$ cat config.mk
export PLATFORM = sky130hd
export DESIGN_NAME = mux_arbiter
export DESIGN_NICKNAME = d
export VERILOG_FILES = /design/src/rtl/cpu_pkg.sv /design/src/rtl/mux_arbiter_rr_pick.sv /design/src/rtl/mux_arbiter.sv
export SDC_FILE = /design/constraint.sdc
export NUM_CORES = 1
export LEC_CHECK = 0
export ABC_AREA = 1
export ABC_CLOCK_PERIOD_IN_PS = 2100
export BUFFER_PORTS_ARGS = -buffer_cell sky130_fd_sc_hd__buf_2
export CAP_MARGIN = 20
export CORE_AREA = 4 4 55 57
export CTS_CLUSTER_DIAMETER = 40
export DETAILED_ROUTE_END_ITERATION = 6
export DIE_AREA = 0 0 59 61
export GPL_TIMING_DRIVEN = 1
export HOLD_SLACK_MARGIN = 0.02
export PLACE_DENSITY = 0.75
export SLEW_MARGIN = 15
export SYNTH_ARGS = -nofsm -noshare
export SYNTH_HDL_FRONTEND = slang
export SYNTH_SLANG_ARGS = --single-unit
$ cat constraint.sdc
create_clock -name i_clk -period 2.1 [get_ports i_clk]
set_clock_uncertainty 0.2 [all_clocks]
set_input_delay 0.105 -clock i_clk [delete_from_list [all_inputs] [get_ports i_clk]]
set_output_delay 0.105 -clock i_clk [all_outputs]
set_load 0.1 [all_outputs]
$ cat src/rtl/cpu_pkg.sv
// Shared arbitration constants and the arbiter FSM state encoding.
package cpu_pkg;

  localparam int NUM_REQ = 4;
  localparam int SEL_W   = 2;

  localparam logic [0:0] ARB_IDLE  = 1'b0;
  localparam logic [0:0] ARB_GRANT = 1'b1;

  function automatic logic [NUM_REQ-1:0] sel_to_onehot(input logic [SEL_W-1:0] sel);
    logic [NUM_REQ-1:0] oh;
    oh      = '0;
    oh[sel] = 1'b1;
    return oh;
  endfunction

endpackage

$ cat src/rtl/mux_arbiter_rr_pick.sv
// rr_pick: combinational round-robin picker. Returns the first set request
// at or above i_ptr, wrapping modulo NUM_REQ.
module rr_pick
  import cpu_pkg::*;
(
  input  logic [NUM_REQ-1:0] i_req,
  input  logic [SEL_W-1:0]   i_ptr,
  output logic               o_found,
  output logic [SEL_W-1:0]   o_idx
);

  logic [SEL_W-1:0] w_cand [NUM_REQ];

  genvar gi;
  generate
    for (gi = 0; gi < NUM_REQ; gi++) begin : g_cand
      assign w_cand[gi] = i_ptr + SEL_W'(gi);
    end
  endgenerate

  // Scan from the farthest candidate back so the closest to i_ptr wins.
  always_comb begin
    o_found = |i_req;
    o_idx   = i_ptr;
    for (int i = NUM_REQ - 1; i >= 0; i--) begin
      if (i_req[w_cand[i]]) o_idx = w_cand[i];
    end
  end

endmodule

$ cat src/rtl/mux_arbiter.sv
// mux_arbiter: round-robin burst arbiter driving the shared 4:1 mux select.
// Optional MUX_ARBITER_LOCK_EN adds i_lock to suppress burst-limit release.
module mux_arbiter
  import cpu_pkg::*;
#(
  parameter int MAX_BURST = 8,
  parameter int CNT_W     = 8
) (
  input  logic       i_clk,
  input  logic       i_rst_n,
  input  logic [3:0] i_req,
  input  logic [3:0] i_last,
  input  logic       i_ready,
`ifdef MUX_ARBITER_LOCK_EN
  input  logic [3:0] i_lock,
`endif
  output logic [1:0] o_sel,
  output logic [3:0] o_gnt,
  output logic       o_valid,
  output logic [3:0] o_ack,
  output logic       o_busy,
  output logic       o_preempt
);

  logic [0:0]         r_state;
  logic [SEL_W-1:0]   r_sel;
  logic [NUM_REQ-1:0] r_gnt;
  logic [CNT_W-1:0]   r_cnt;
  logic [SEL_W-1:0]   r_ptr;
  logic               r_preempt;

  logic             w_found;
  logic [SEL_W-1:0] w_pick;
  logic             w_grant;
  logic             w_beat;
  logic             w_at_limit;
  logic             w_locked;
  logic             w_last_rel;
  logic             w_limit_rel;
  logic             w_release;

  rr_pick u_rr_pick (
    .i_req   (i_req),
    .i_ptr   (r_ptr),
    .o_found (w_found),
    .o_idx   (w_pick)
  );

`ifdef MUX_ARBITER_LOCK_EN
  assign w_locked = i_lock[r_sel];
`else
  assign w_locked = 1'b0;
`endif

  assign w_grant     = (r_state == ARB_GRANT);
  assign o_valid     = w_grant & i_req[r_sel];
  assign w_beat      = o_valid & i_ready;
  assign o_ack       = w_beat ? r_gnt : '0;
  assign w_at_limit  = (r_cnt == CNT_W'(MAX_BURST - 1));
  assign w_last_rel  = w_beat & i_last[r_sel];
  assign w_limit_rel = w_beat & w_at_limit & ~w_locked;
  // A withdrawn request also drops o_valid, so no beat can accompany it.
  assign w_release   = w_last_rel | w_limit_rel | ~i_req[r_sel];

  always_ff @(posedge i_clk or negedge i_rst_n) begin
    if (!i_rst_n) begin
      r_state   <= ARB_IDLE;
      r_sel     <= '0;
      r_gnt     <= '0;
      r_cnt     <= '0;
      r_ptr     <= '0;
      r_preempt <= 1'b0;
    end else begin
      case (r_state)
        ARB_IDLE: begin
          r_preempt <= 1'b0;
          if (w_found) begin
            r_state <= ARB_GRANT;
            r_sel   <= w_pick;
            r_gnt   <= sel_to_onehot(w_pick);
            r_cnt   <= '0;
          end
        end
        default: begin
          r_preempt <= w_limit_rel & ~w_last_rel;
          if (w_release) begin
            r_state <= ARB_IDLE;
            r_gnt   <= '0;
            r_cnt   <= '0;
            r_ptr   <= r_sel + 1'b1;
          end else if (w_beat && !w_at_limit) begin
            // Holding at the limit gives saturation while locked.
            r_cnt <= r_cnt + 1'b1;
          end
        end
      endcase
    end
  end

  assign o_sel     = r_sel;
  assign o_gnt     = r_gnt;
  assign o_busy    = w_grant;
  assign o_preempt = r_preempt;

endmodule

# --- Yosys cells after proc, flatten, opt, wreduce, memory -nomap -nowiden ---
# Index checks and enable logic that the tools add are counted.
totals:
  reg_bits: 18
  out_inout_bits: 13
  word_cells: 70
classes:
  add_sub_neg: 5
  magnitude_cmp: 7
  eq_ne: 3
  mux: 30
  n_bitwise: 10
  n_reduce_logical: 9
op_table:
  columns: ["cell", "count"]
  rows:
  - ["$mux W8", 4]
  - ["$lt A2 B3 Y1 const B", 6]
  - ["$mux W4", 4]
  - ["$bmux W1 S2", 6]
  - ["$mux W1", 11]
  - ["$add A8 B1 Y8 const B", 1]
  - ["$eq A8 B3 Y1 const B", 1]
  - ["$mux W2", 4]
  - ["$reduce_and A2 Y1", 4]
  - ["$and A1 B1 Y1", 5]
  - ["$add A2 B1 Y2 const B", 2]
  - ["$add A2 B2 Y2 const B", 2]
  - ["$reduce_or A4 Y1", 1]
  - ["$ne A3 B1 Y1 const B", 1]
  - ["$not A1 Y1", 3]
  - ["$demux W1 S2", 1]
  - ["$ge A2 B1 Y1 const B", 1]
  - ["$logic_and A1 B1 Y1", 2]
  - ["$ne A2 B1 Y1 const B", 1]
  - ["$or A1 B1 Y1", 2]
  - ["$reduce_bool A2 Y1", 1]
  - ["$logic_not A1 Y1", 1]

# --- Logic depth before layout (Yosys ltp) ---
# Gate-level depths: netlist of the first run.
logic_depth:
  word_depth: 13
  ltp_mapped: 14
  depth_no_buf: 13

# --- By module ---
# From an unflattened synthesis of the first run, not the netlist that was laid out.
unflattened:
  cells_unflattened: 203
  hier_area_um2: 1352.5
modules_own_cells:
  columns: ["module", "instances", "cells_per_inst", "area_each_um2"]
  rows:
  - ["mux_arbiter", 1, 153, 1134.8]
  - ["rr_pick", 1, 50, 217.7]

# --- Worst setup path after synthesis of the first run ---
# No wires, ideal clock.
synth_timing:
  kind: "register to output"
  startpoint: "register r_sel[0] (netlist: o_sel[0])"
  endpoint: "output o_ack[0]"
  arrival_time_ns: 2.819
  path_slack_ns: -1.024
  stages_incl_launch_ff: 8
  cell_sequence: "dfrtp_1 buf_6 inv_6 nand2_2 nand3_2 nand2_4 nand3_4 nor2_1"
synth_via:
  elab_chain_len: 5
synth_rtl:
  columns: ["item", "line_no", "text"]
  rows:
  - ["from (decl)", "mux_arbiter.sv:26", "logic [SEL_W-1:0] r_sel;"]
  - ["from (signal assigned)", "mux_arbiter.sv:79", "r_sel <= w_pick;"]
  - ["$bmux W1 S2", "mux_arbiter.sv:56", "assign o_valid = w_grant & i_req[r_sel];"]
  - ["$mux W1 (not written as such)", "mux_arbiter.sv:56", null]
  - ["$and A1 B1 Y1", "mux_arbiter.sv:56", null]
  - ["$and A1 B1 Y1", "mux_arbiter.sv:57", "assign w_beat = o_valid & i_ready;"]
  - ["$mux W4", "mux_arbiter.sv:58", "assign o_ack = w_beat ? r_gnt : '0;"]
  - ["to (decl)", "mux_arbiter.sv:20", "output logic [3:0] o_ack,"]
# Every way passes these cells. The select of a mux whose other input is x is not followed.

# --- Worst setup path in the final report of the first run ---
layout_timing:
  startpoint: "register r_sel[0] (netlist: o_sel[0])"
  endpoint: "output o_ack[1]"
# The elaborated chain is that of the path after synthesis.

==> flow_summary.ini, run 1 <==
[clock_tree]
ctsRootBufferMaster = clkbuf_4
cts_tree = yes
path_clk_slew_ns = 0.12
htreeDepth = 1
clkSinkCount = 18
insertion_delay_ns = 0.30
cts_buffer_depth = 2
cts_inserted_buffers = 3
post_cts_buffers = 0

[route]
wirelength_um = 2980
ant_nets = 0
drt_pass1_iterations = 4
route.detailed.drc = 0
vias_per_cell = 5.12
dr.first_iter.drc_count = 39
vias = 1270
wl_per_cell_um = 12.0

[timing]
hold_viol = 0
tns_ns = 0
fmaxAchievable_mhz = 498
timing.final.crit_period_ns = 2.01
finalCritPeriodShare_pct = 95.6
whs_ns = 0.0350
setup_viol_count_final = 0
maxSlewHeadroom_pct = 67.7
rsz0062_at_grt = no
tightest_slew_ns = 0.488
slew_viol_final = 0

[yosys]
synth_top_family_by_area = simple AND/OR/NAND/NOR gates
synthAdderAreaFrac_pct = 0.940
yosysSeqAreaShare_pct = 33.8
syn_nets = 206
yosysUniqueCellTypes = 29
yosysWarnings = 0
syn_area_mm2 = 0.00133
synth_cells = 194
synth.mux.area_fraction_pct = 0
synth_compound_area_share_pct = 6.77
synth-simple-area-share_pct = 43.8
synth_seq_cells = 18
yosys.area_share.xor_xnor_pct = 1.97
avgSynthCellArea_um2 = 6.86

[global_route]
grt_remaining_overflow = 0
antenna_found_initial = 0
grt_start_max_net_pins = 19
use_met1_pct = 23.5
use_met3_pct = 3.40
use_met2_pct = 30.8
grt_pass1_vias = 1219
grt_util_all_layers_pct = 18.5
grt_pass1_wl_um = 5060
busiest_layer = met2

[power_and_ir_drop]
cellLeakagePower_nw = 0.838
peakVddDrop_uv = 1080
power_density_mw_per_mm2 = 1510

[die]
die_h_um = 61
pin_count = 24
core_mm2 = 0.00248
initial_core_util_pct = 53.7
die-area_mm2 = 0.00360
num_rows = 18
die_w_um = 59

[min_path]
hp-class = in2reg
min_path_cells = 4
hp-start = i_ready

[worst_setup_path]
crit_chain = nand2_1, nand3_2, nand2_4, nand3_4, nor2_4, buf_12
critPathLaunch = o_sel[0]
cp.arrival_ns = 1.70
critPathMaxStageDelay_ns = 0.55
path_buf_inv = 1
cp_max_fo = 8
critPathTopFamily = simple AND/OR/NAND/NOR gates
endpoint_kind = primary output
r2r_start = r_cnt[0]
crit_type = reg2out
worst_path_max_delay_cell = dfrtp_4
start_kind = flip-flop
required_ns = 1.79
reg2regPathDepth = 10
path_depth = 6

[final_layout]
finalNonFillerCells = 248
multiInputGateArea_um2 = 742
synthToLayoutAreaGrowth_pct = 19.4
postLayoutCoreUtil_pct = 64.1
nFillCells = 230
final_nets = 231
layout_common_cells = nand2_1 (70), inv_1 (22), buf_2 (18)
final_common_cell = nand2_1
seq_area_um2 = 458
n_antenna_cell = 0
layout-drive-gt1-share_pct = 28.9

[placed_design]
port_buffers = 23
dp.cells = 243
gp_congestion = 0.859
dp_hpwl_um = 2360

[run_status]
outcome = finished, final reports clean

[job]
maxCapViolations = 0
==> flip-flops by register name (all words and copies together) (netlist names) <==
signal / count
r_cnt: 8
o_gnt: 4
o_sel: 2
r_ptr: 2
o_busy: 1
o_preempt: 1
==> synth_stat cells <==
cell,number,area share (%)
a21oi_1,2,0.75
a21oi_4,1,1.2
buf_4,1,0.56
buf_6,2,1.7
buf_8,1,1.1
dfrtp_1,18,34
ha_1,1,0.94
inv_1,23,6.5
inv_2,6,1.7
inv_4,1,0.47
inv_6,1,0.66
nand2_1,70,20
nand2_2,6,2.8
nand2_4,2,1.7
nand3_1,14,5.3
nand3_2,5,3.8
nand3_4,1,1.3
nand3b_4,1,1.5
nand4_1,2,0.94
nor2_1,16,4.5
nor2_2,1,0.47
nor3_1,2,0.75
nor3b_1,1,0.56
o21ai_0,7,2.6
o21ai_1,4,1.5
o21ai_2,1,0.66
or2_2,1,0.47
xnor2_1,2,1.3
xor2_1,1,0.66
==> area by class of cell <==
class	instances	share of cell area [%]
Timing Repair Buffer	24	11.8
Sequential cell	18	28.8
Tap cell	30	2.36
Clock buffer	4	2.28
Multi-Input combinational cell	141	46.7
Inverter	31	8.03
==> final timing paths <==
check | end | slack [ns]
min reg2reg | r_cnt[0] | 0.32
min | r_cnt[1] | 0.04
min in group asynchronous | o_preempt | 0.05
max | o_ack[1] | 0.09
max in group asynchronous | o_sel[0] | 1.34
max reg2reg | r_ptr[0] | 0.27
==> cell families (layout without fill, tap and decap cells) <==
group	Yosys count	in the layout
buf+inv	35	59
compound gates	15	15
simple gates	122	122
fa+ha+maj	1	1
xor+xnor	3	3
flops	18	18
==> routing by layer <==
layer | up-vias | part of all wire [%]
met5 | - | 0
met4 | 0 | 1.9
met3 | 7 | 4.5
met2 | 38 | 47
met1 | 578 | 47
li1 | 647 | -
==> repair_timing <==
action / in CTS / in global routing
endpoints found under the hold margin: 18 / 0
hold buffers: 1 / 0
gates resized for setup: 0 / 2
endpoints found under the setup margin: 0 / 2
==> report_power, final <==
group / total (W) / switching (W) / internal [W]
registers: 0.000609 / 0.000160 / 0.000449
clock network: 0.000225 / 0.000119 / 0.000106
logic: 0.00157 / 0.00117 / 0.000401
==> worst register-to-register path, cell delays in order (launching register included) <==
cell and delay, ns:
dfrtp_1 0.41, ha_1 0.20, nand2_2 0.08, nor3_1 0.15, nand2_1 0.11, nand2_2 0.10, inv_1 0.05, o21ai_2 0.21
nand2_2 0.10, nand2_1 0.06, o21ai_1 0.06
==> per-stage QoR <==
stage | setup slack, ns | total power, W | cell area (um^2)
floorplan | 0.0345 | 0.00195 | 1370
global placement | 0.346 | 0.00212 | 1540
detailed placement | 0.249 | 0.00217 | 1540
CTS | 0.0197 | 0.00240 | 1590
global route | 0.0163 | 0.00258 | 1590
finish | 0.0922 | 0.00241 | 1590
No activity file was read; power rests on OpenSTA's default activity.
==> run 2: changes to the inputs <==
--- a/config.mk
+++ b/config.mk
@@ -9,13 +9,15 @@
 export ABC_CLOCK_PERIOD_IN_PS = 2100
 export BUFFER_PORTS_ARGS = -buffer_cell sky130_fd_sc_hd__buf_2
 export CAP_MARGIN = 20
-export CORE_AREA = 4 4 55 57
+export CELL_PAD_IN_SITES_DETAIL_PLACEMENT = 1
+export CELL_PAD_IN_SITES_GLOBAL_PLACEMENT = 2
+export CORE_AREA = 4 4 72 74
 export CTS_CLUSTER_DIAMETER = 40
 export DETAILED_ROUTE_END_ITERATION = 6
-export DIE_AREA = 0 0 59 61
+export DIE_AREA = 0 0 76 78
 export GPL_TIMING_DRIVEN = 1
 export HOLD_SLACK_MARGIN = 0.02
-export PLACE_DENSITY = 0.75
+export PLACE_DENSITY_LB_ADDON = 0.1
 export SLEW_MARGIN = 15
 export SYNTH_ARGS = -nofsm -noshare
 export SYNTH_HDL_FRONTEND = slang
==> flow_summary.ini, run 2 (synthesis results as in run 1) <==
[die]
initial_core_util_pct = 29.0
core_mm2 = 0.00460
num_rows = 25
die-area_mm2 = 0.00593
pin_count = 24
die_w_um = 76
die_h_um = 78

[run_status]
outcome = finished, final reports clean

[clock_tree]
post_cts_buffers = 0
cts_inserted_buffers = 3
cts_buffer_depth = 2
insertion_delay_ns = 0.25
path_clk_slew_ns = 0.07
cts_tree = yes
htreeDepth = 1
clkSinkCount = 18
ctsRootBufferMaster = clkbuf_8

[power_and_ir_drop]
p_switching_w = 0.00146
power_density_mw_per_mm2 = 1510
seqPwrFrac_pct = 24.3
internal-power_w = 0.00101
peakVddDrop_uv = 543
finalPower_w = 0.00248
p_sw_share_pct = 59.0
clock_power_share_pct = 11.4
cellLeakagePower_nw = 0.846
p_comb_share_pct = 64.3

[worst_setup_path]
start_kind = flip-flop
cp_max_fo = 8
path_buf_inv = 1
crit_type = reg2out
cp.arrival_ns = 1.65
critPathLaunch = o_sel[0]
required_ns = 1.79
r2r_start = r_cnt[0]
endpoint_kind = primary output
critPathTopFamily = simple AND/OR/NAND/NOR gates
crit_chain = nand2_1, nand3_2, nand2_4, nand3_4, nor2_4, buf_12
worst_path_max_delay_cell = dfrtp_4
critPathMaxStageDelay_ns = 0.54

[final_layout]
largest_reg_flops = 8
final_nets = 231
synthToLayoutAreaGrowth_pct = 22.9
layout-drive-gt1-share_pct = 28.4
n_antenna_cell = 0
layout_common_cells = nand2_1 (70), inv_1 (22), buf_2 (18)
top_register = r_cnt
final_common_cell = nand2_1

[min_path]
hp-class = in2reg
hp-start = i_ready

[timing]
finalCritPeriodShare_pct = 93.3
fmaxAchievable_mhz = 510
hold_viol = 0
timing.final.crit_period_ns = 1.96
maxSlewHeadroom_pct = 67.4
setup_viol_count_final = 0
tns_ns = 0
slew_viol_final = 0
rsz0062_at_grt = no
tightest_slew_ns = 0.493

[route]
ant_nets = 0
dr.first_iter.drc_count = 57
route.detailed.drc = 0
vias = 1260
drt_pass1_iterations = 4
vias_per_cell = 4.63
wirelength_um = 3450
wl_per_cell_um = 12.7

[global_route]
grt_start_max_net_pins = 19
grt_pass1_wl_um = 6200
grt_util_all_layers_pct = 12.8
grt_pass1_vias = 1280
antenna_found_initial = 0
grt_remaining_overflow = 0

[job]
maxCapViolations = 0

[placed_design]
port_buffers = 23
gp_congestion = 0.800
dp_hpwl_um = 2870
## run 2: power groups by stage
| stage | Clock, W | Sequential [W] | Combinational (W) |
|---|---|---|---|
| finish | 0.000283 | 0.000600 | 0.00159 |
| global route | 0.000317 | 0.000628 | 0.00178 |
| CTS | 0.000292 | 0.000607 | 0.00162 |
| detailed placement | 0 | 0.000611 | 0.00160 |
| global placement | 0 | 0.000609 | 0.00159 |
| floorplan | 0 | 0.000854 | 0.00110 |
## run 2: tightest hold or removal path, stage by stage
cell and delay, ns:
buf_2 0.15, a21oi_4 0.11, nand3_1 0.08, nand2_1 0.05
## run 2: cell type report
| class | instances | area (um^2) |
|---|---|---|
| timing repair buffer | 24 | 188 |
| inverter | 31 | 128 |
| clock buffer | 4 | 55.1 |
| fill | 588 | 2960 |
| multi-input combinational | 141 | 742 |
| sequential | 18 | 457 |
| tap | 54 | 67.6 |
## run 2: worst paths after layout
check	to	slack, ns	cells past startpoint
hold reg to reg	r_cnt[0]	0.31	1
hold / removal	r_cnt[1]	0.08	4
setup reg to reg	r_ptr[1]	0.20	10
setup / recovery	o_ack[1]	0.14	6
min in group asynchronous	r_ptr[1]	0.12	2
max in group asynchronous	o_sel[0]	1.24	2
## run 2: what timing repair did
action                                 4_1_cts  5_1_grt
setup endpoints to repair                    0        1
resized for setup                            0        1
endpoints found under the hold margin       18        0
hold buffers                                 1        0
## run 2: through the flow
step	std cells	util, %	worst slack, ns	area [um^2]	hold WS [ns]
final	272	35.6	0.140	1640	0.0812
after global routing	272	35.6	0.00988	1640	0.0912
after CTS	272	35.5	0.0521	1630	0.0872
after detailed placement	267	34.1	0.216	1570	-0.120
after global placement	267	34.1	0.171	1570	-0.133
after floorplan	194	-	0.0345	1370	-0.391
## run 2: routing by layer
metal	vias to the layer above	GRT usage, %	routed length [um]
met2	16	19.8	1550
met5	-	0	0
li1	648	-	-
met3	2	3.36	140
met4	0	2.14	17
met1	594	18.1	1740
==> run 3: changes to the inputs <==
--- a/config.mk
+++ b/config.mk
@@ -6,18 +6,18 @@
 export NUM_CORES = 1
 export LEC_CHECK = 0
 export ABC_AREA = 1
-export ABC_CLOCK_PERIOD_IN_PS = 2100
+export ABC_CLOCK_PERIOD_IN_PS = 2200
 export BUFFER_PORTS_ARGS = -buffer_cell sky130_fd_sc_hd__buf_2
 export CAP_MARGIN = 20
 export CELL_PAD_IN_SITES_DETAIL_PLACEMENT = 1
 export CELL_PAD_IN_SITES_GLOBAL_PLACEMENT = 2
-export CORE_AREA = 4 4 72 74
+export CORE_AREA = 4 4 74 76
 export CTS_CLUSTER_DIAMETER = 40
 export DETAILED_ROUTE_END_ITERATION = 6
-export DIE_AREA = 0 0 76 78
+export DIE_AREA = 0 0 78 80
 export GPL_TIMING_DRIVEN = 1
 export HOLD_SLACK_MARGIN = 0.02
-export PLACE_DENSITY_LB_ADDON = 0.1
+export PLACE_DENSITY_LB_ADDON = 0.3
 export SLEW_MARGIN = 15
 export SYNTH_ARGS = -nofsm -noshare
 export SYNTH_HDL_FRONTEND = slang
==> constraint.sdc (replaced) <==
create_clock -name i_clk -period 2.2 [get_ports i_clk]
set_clock_uncertainty 0.2 [all_clocks]
set_input_delay 0.11 -clock i_clk [delete_from_list [all_inputs] [get_ports i_clk]]
set_output_delay 0.11 -clock i_clk [all_outputs]
set_load 0.1 [all_outputs]
==> flow_summary.ini, run 3 (synthesis results as in run 1) <==
[run_status]
outcome = finished, final reports clean

[global_route]
grt_pass1_vias = 1287
grt_util_all_layers_pct = 12.1
antenna_found_initial = 0
grt_pass1_wl_um = 6020
grt_remaining_overflow = 0
grt_start_max_net_pins = 19

[worst_setup_path]
crit_chain = nand2_1, nand3_2, nand2_4, nand3_4, nor2_4, buf_2
critPathMaxStageDelay_ns = 0.49
r2r_start = r_ptr[0]
start_kind = flip-flop
cp.arrival_ns = 1.77
worstReg2RegEnd = o_gnt[0]
cp_max_fo = 8
rrSetupSlack_ns = 0.38
required_ns = 1.89
reg2regPathDepth = 13
path_buf_inv = 1
critPathTopFamily = simple AND/OR/NAND/NOR gates
crit_type = reg2out
endpoint_kind = primary output
worst_path_max_delay_cell = dfrtp_2

[clock_tree]
htreeDepth = 1
clkSinkCount = 18
cts_inserted_buffers = 3
post_cts_buffers = 0
cts_buffer_depth = 2
ctsRootBufferMaster = clkbuf_8
insertion_delay_ns = 0.26
cts_tree = yes
holdBufCountCts = 1
path_clk_slew_ns = 0.08
post_cts_resized = 0

[route]
vias = 1258
vias_per_cell = 4.41
dr.first_iter.drc_count = 20
route.detailed.drc = 0
drt_pass1_iterations = 4
wl_per_cell_um = 11.8
wirelength_um = 3370
ant_nets = 0

[final_layout]
final_nets = 231
layout-drive-gt1-share_pct = 28.0
n_antenna_cell = 0
layout_common_cells = nand2_1 (70), inv_1 (23), buf_2 (23)
largest_reg_flops = 8
top_register = r_cnt
synthToLayoutAreaGrowth_pct = 19.0
final_cell_area_mm2 = 0.00158
finalNonFillerCells = 285
final_common_cell = nand2_1

[timing]
maxSlewHeadroom_pct = 67.2
slew_viol_final = 0
hold_viol = 0
fin_ws_ns = 0.119
fmaxAchievable_mhz = 481
tns_ns = 0
setup_viol_count_final = 0
tightest_slew_ns = 0.495
rsz0062_at_grt = no
timing.final.crit_period_ns = 2.08
finalCritPeriodShare_pct = 94.6

[placed_design]
dp.cells = 280
gp_congestion = 0.717
port_buffers = 23
dp_hpwl_um = 2720
place_area_mm2 = 0.00152
dp_slack_ns = 0.351

[min_path]
hp-class = in2reg
min_path_cells = 4
hp-start = i_ready
hold_end = r_cnt[1]

[die]
core_mm2 = 0.00472
num_rows = 25
die-area_mm2 = 0.00624
die_w_um = 78
die_h_um = 80
pin_count = 24
initial_core_util_pct = 28.2

[power_and_ir_drop]
power_density_mw_per_mm2 = 1470
cellLeakagePower_nw = 0.843
peakVddDrop_uv = 775
finalPower_w = 0.00233

[job]
maxCapViolations = 0
==> run 3: layer usage <==
metal	track usage, %	part of all wire (%)	up-vias
li1	-	-	643
met1	15.8	48	595
met2	20.5	48	16
met3	1.81	3.2	4
met4	3.67	1.0	0
met5	0	0	-
==> run 3: how the worst max path moves through the flow <==
stage	end	slack (ns)	depth (start not counted)	startpoint
floorplan	o_valid	0.06	7	o_sel[0]
finish	o_ack[3]	0.12	6	o_sel[0]
CTS	o_ack[0]	0.10	6	o_sel[0]
global placement	o_gnt[0]	0.33	13	r_ptr[0]
global route	o_ack[1]	0.02	6	o_sel[1]
detailed placement	o_gnt[0]	0.35	13	r_ptr[0]
==> run 3: final cells by class <==
class                      count  area (um^2)
fill                         611         3140
multi-input combinational    141          742
sequential                    18          454
timing repair buffer          24          125
inverter                      31          124
tap                           67         83.8
clock buffer                   4         55.1
==> run 3: tightest hold or removal path, delay by kind of cell <==
kind	cells	cell delay, ns
buf+inv	1	0.15
simple gates	2	0.12
compound gates	1	0.10
==> run 3: stage by stage <==
step	hold slack (ns)	utilization, %
4_1_cts	0.0566	33.5
5_1_grt	0.0964	33.5
3_5_place_dp	-0.121	32.2
6_report	0.0622	33.5
2_1_floorplan	-0.386	-
3_3_place_gp	-0.118	32.2
==> run 3: power breakdown <==
part | total (W) | switching (W) | internal (W)
Sequential | 0.000567 | 0.000145 | 0.000423
Clock | 0.000280 | 0.000120 | 0.000159
Combinational | 0.00149 | 0.00113 | 0.000358
Total | 0.00233 | 0.00139 | 0.000940
